`src/rtl/apb_arb_master.sv`:
```
// apb_arb_master
//   Two-requester APB master. Commands arrive on two valid/ready ports, are
//   arbitrated round-robin, sequenced through SETUP/ACCESS on the APB bus and
//   completed with a one-cycle done pulse (plus read data) to the originator.
//
// Ports
//   clk, Rst                 clock (rising edge), async active-low reset
//   reqN_valid/ready         command handshake (ready is combinational)
//   reqN_write/addr/wdata    command fields, sampled on acceptance
//   reqN_done/rdata          completion pulse and read data
//   PAddr/PWData/PWrite      APB request, held between transfers
//   PSel/PEnable             APB phase control
//   PRData                   APB read data
//   busy                     transfer in flight (SETUP or ACCESS)
module apb_arb_master #(
   parameter int ADDR_W = 16,
   parameter int DATA_W = 32
) (
   input  logic              clk,
   input  logic              Rst,
   input  logic              req0_valid,
   output logic              req0_ready,
   input  logic              req0_write,
   input  logic [ADDR_W-1:0] req0_addr,
   input  logic [DATA_W-1:0] req0_wdata,
   output logic              req0_done,
   output logic [DATA_W-1:0] req0_rdata,
   input  logic              req1_valid,
   output logic              req1_ready,
   input  logic              req1_write,
   input  logic [ADDR_W-1:0] req1_addr,
   input  logic [DATA_W-1:0] req1_wdata,
   output logic              req1_done,
   output logic [DATA_W-1:0] req1_rdata,
   output logic [ADDR_W-1:0] PAddr,
   output logic [DATA_W-1:0] PWData,
   output logic              PWrite,
   output logic              PSel,
   output logic              PEnable,
   input  logic [DATA_W-1:0] PRData,
   output logic              busy
);

   typedef enum logic [1:0] {IDLE, SETUP, ACCESS} state_t;

   state_t state, state_nxt;
   logic   last_grant;   // 1 = requester 1 was granted last
   logic   owner;        // requester of the in-flight command
   logic   slot, pick1, accept;

   // PSel/PEnable/busy decode straight from state so reset clears them
   // without waiting for a clock edge.
   always_comb begin
      slot       = (state == IDLE) || (state == ACCESS);
      // req1 wins when alone, or on a tie when req0 was granted last
      pick1      = req1_valid && (!req0_valid || !last_grant);
      req0_ready = slot && req0_valid && !pick1;
      req1_ready = slot && pick1;
      accept     = req0_ready || req1_ready;
      PSel       = (state != IDLE);
      PEnable    = (state == ACCESS);
      busy       = PSel;
      state_nxt  = state;
      case (state)
         IDLE:    if (accept) state_nxt = SETUP;
         SETUP:   state_nxt = ACCESS;
         ACCESS:  state_nxt = accept ? SETUP : IDLE;
         default: state_nxt = IDLE;
      endcase
   end

   always_ff @(posedge clk or negedge Rst) begin
      if (!Rst) state <= IDLE;
      else      state <= state_nxt;
   end

   always_ff @(posedge clk or negedge Rst) begin
      if (!Rst) begin
         PAddr      <= '0;
         PWData     <= '0;
         PWrite     <= 1'b0;
         owner      <= 1'b0;
         last_grant <= 1'b1;
         req0_done  <= 1'b0;
         req1_done  <= 1'b0;
         req0_rdata <= '0;
         req1_rdata <= '0;
      end else begin
         if (accept) begin
            PWrite     <= pick1 ? req1_write : req0_write;
            PAddr      <= pick1 ? req1_addr  : req0_addr;
            PWData     <= pick1 ? req1_wdata : req0_wdata;
            owner      <= pick1;
            last_grant <= pick1;
         end
         // completion uses the pre-edge owner/PWrite, so a command accepted
         // in this same ACCESS cycle does not disturb it
         req0_done <= (state == ACCESS) && !owner;
         req1_done <= (state == ACCESS) &&  owner;
         if (state == ACCESS && !PWrite) begin
            if (owner) req1_rdata <= PRData;
            else       req0_rdata <= PRData;
         end
      end
   end

endmodule
```
`config.mk`:
```
export PLATFORM = sky130hd
export DESIGN_NAME = apb_arb_master
export DESIGN_NICKNAME = d
export VERILOG_FILES = /design/src/rtl/apb_arb_master.sv
export SDC_FILE = /design/constraint.sdc
export NUM_CORES = 1
export LEC_CHECK = 0
export ABC_AREA = 1
export CORE_AREA = 10 10 144 106
export CTS_CLUSTER_SIZE = 8
export DETAILED_ROUTE_END_ITERATION = 6
export DIE_AREA = 0 0 154 116
export GPL_TIMING_DRIVEN = 0
export PLACE_DENSITY_LB_ADDON = 0.12
export REMOVE_ABC_BUFFERS = 1
export SYNTH_ARGS = -nofsm -noshare
export SYNTH_HDL_FRONTEND = slang
export SYNTH_SLANG_ARGS = --single-unit
```
`constraint.sdc`:
```
create_clock -name clk -period 2.5 [get_ports clk]
set_input_delay 0.5 -clock clk [delete_from_list [all_inputs] [get_ports clk]]
set_output_delay 0.5 -clock clk [all_outputs]
set_load 0.005 [all_outputs]
```
==> summary.txt <==
Simple-gate share of the synthesized area - 39.7%
Placement Rows - 34
Area of the multi-input gates - 2300 um^2
CP Class - flop to output pin
P&R area growth vs syn - 59.4%
FF/Latch Area - 2980 um^2
Num ports - 254
CTS max path bufs - 2
Postcts setup bufs - 0
Critical Path RT - 2000 ps
Setup TNS after final layout - 0 ps
Status - finished clean
DRC - 0
Chip Width - 154 um
Most common cell after layout, fill and taps aside - nand2_1
Port bufs - 253
Worst Tran Pin Value - 949 ps
Hold Path Class - input pin to asynchronous set/reset pin
Mux share of post-synthesis cell area - 0%
Synth Area per Inst - 8.01 um^2
Arrival time at the worst endpoint - 1850 ps
Synth Register Bits - 119
Final WL - 20.6 mm
Die Footprint - 17900 um^2
Die H - 116 um
RSZ-0062 raised after global routing - false
# fillers - 962
Wire per inst - 19.0 um
# clock sinks - 119
Cell total after placement - 1045
Clock transition at path regs - 60 ps
Power Total - 9960 uW
Core Region - 12400 um^2
Share of layout cells above drive strength 1 - 6.30%
Share of the synthesized area in the top cell type - 53.7%
Synth unique cells - 17
Final worst-path cycle share - 93.9%
Max-cap violations - 0
First-pass GRT wire length - 32.3 mm
GRT Overall Usage - 22.5%
Largest cells by area after synthesis - dfrtp_1 54%, nand2_1 22%, nand3_1 9.1%, nand4_1 7.3%, buf_2 3.6%
Leakage - 0.00425 uW
Final net count - 1041
Drt first-iter violations - 410
Fmax - 0.426 GHz
Clock Tree Root - clkbuf_16
Worst Skew - 10.4 ps
Hold Vio Cnt, Final - 0
Mapped Cells - 686
Ant. Diodes - 0
Layout Cells excl Fill - 1082
GR Overflow Total - 0
Hold-fix buffers, CTS - 0
Post-layout util - 70.8%
CTS tree - yes
Detail Route Antenna Nets - 0
Initial antenna violation count - 0
Mapped Area - 5500 um^2
Max FO, Critical Path - 44
Vias in the first global route - 5925
Max_slew headroom - 36.5%
Total CTS buffers - 17
XOR/XNOR Fraction of Synth Area - 0%
R2R cell count - 5
Vias per inst - 5.26
Clock period minus worst slack - 2350 ps
Commonest cells after routing, fill and taps aside - 327 x nand2_1, 247 x clkdlybuf4s50_1, 116 x dfrtp_1, 98 x nand3_1, 64 x nand4_1
Placer Congestion - 0.825
H-tree depth - 4
Initial Util - 44.4%
Synthesis Warnings - 0
Via count - 5695
Seq/Total Area, Yosys - 54.2%
Max VDD drop - 0.000741 V
Largest net degree at the start of global routing - 75
Yosys top cell by area - dfrtp_1
Final Max Tran Viols - 0
Crit. End Element - output pin
Detailed placement HPWL - 13.4 mm
CP Launch Type - flop
Clk Latency, worst-skew pair - 410 ps
Setup violators final - 0
TritonRoute pass-1 iters - 4
Main combinational cell family by area after synthesis - simple AND/OR/NAND/NOR gates
Power per standard cell area - 1140 nW/um^2
Synth Area in Adders - 0%
Synth Area in Compound Gates - 0.182%
[layer usage]
layer / wire length, um / global-route usage [%] / part of all wire, % / up-vias
li1: - / - / - / 2709
met1: 8000 / 25.8 / 39 / 2744
met2: 10500 / 39.1 / 51 / 213
met3: 1680 / 7.55 / 8.2 / 29
met4: 421 / 7.28 / 2.0 / 0
met5: 0 / 0 / 0 / -
[cell families after synthesis]
logic type	Yosys count
buffers and inverters	65
AOI/OAI and AO/OA	2
DFF	119
and+or+nand+nor	500
[worst max-delay path, stage by stage (launching register included)]
cell and delay, ps:
dfrtp_2 490, inv_4 150, nand2_4 120, buf_12 210, a21oi_1 160, dlygate4sd2_1 300
[worst paths after layout]
kind                            slack, ps  startpoint         end
worst min-delay path                   20         Rst  PWData[27]
max in group asynchronous            1730         Rst  last_grant
min in group clk                      460    state[1]    state[1]
worst max-delay path                  150    state[0]  req0_ready
worst max register to register        330  last_grant  PWData[23]
worst min register to register        460    state[1]    state[1]
[through the flow]
step                      instance area (um^2)  setup slack, ps  hold WS, ps
after floorplan                           5190             -494          204
after global placement                    7930            -3620          433
after detailed placement                  8000            -1850          444
after CTS                                 8740             3.12         30.0
after global routing                      8770             61.2         43.0
final                                     8770              154         24.5
[registers in the layout, indices dropped and copies added, names as in the netlist]
name / cells
PAddr: 16
PWData: 32
PWrite: 1
last_grant: 1
owner: 1
req0_done: 1
req0_rdata: 32
req1_done: 1
req1_rdata: 32
state: 2
[layout make-up]
class	instances	area share, %
clock buffer	18	5.01
clock inverter	14	2.54
inverter	6	0.314
multi-input combinational	507	26.2
sequential	119	34.0
tap	162	2.31
timing repair buffer	256	29.6
[synthesized netlist by cell type]
cell type / instances
a21oi_1: 1
nand2_1: 329
dfrtp_1: 118
nand4_1: 64
nor2_4: 1
nor2_1: 3
clkbuf_1: 11
inv_2: 3
nand2_2: 2
o21ai_0: 1
nand3_1: 100
dfstp_2: 1
buf_4: 7
buf_2: 40
buf_6: 1
inv_1: 3
nand3_2: 1
[repair_timing]
action	4_1_cts	5_1_grt
resized for setup	17	2
setup endpoints to repair	119	65
pin swaps	3	1
gates cloned	4	1
[power breakdown]
group          switching [uW]  internal, uW
combinational            1830          2050
clock                     916          1810
sequential                597          2770
total                    3340          6620
Note: power is estimated with default switching activity, not from simulation.
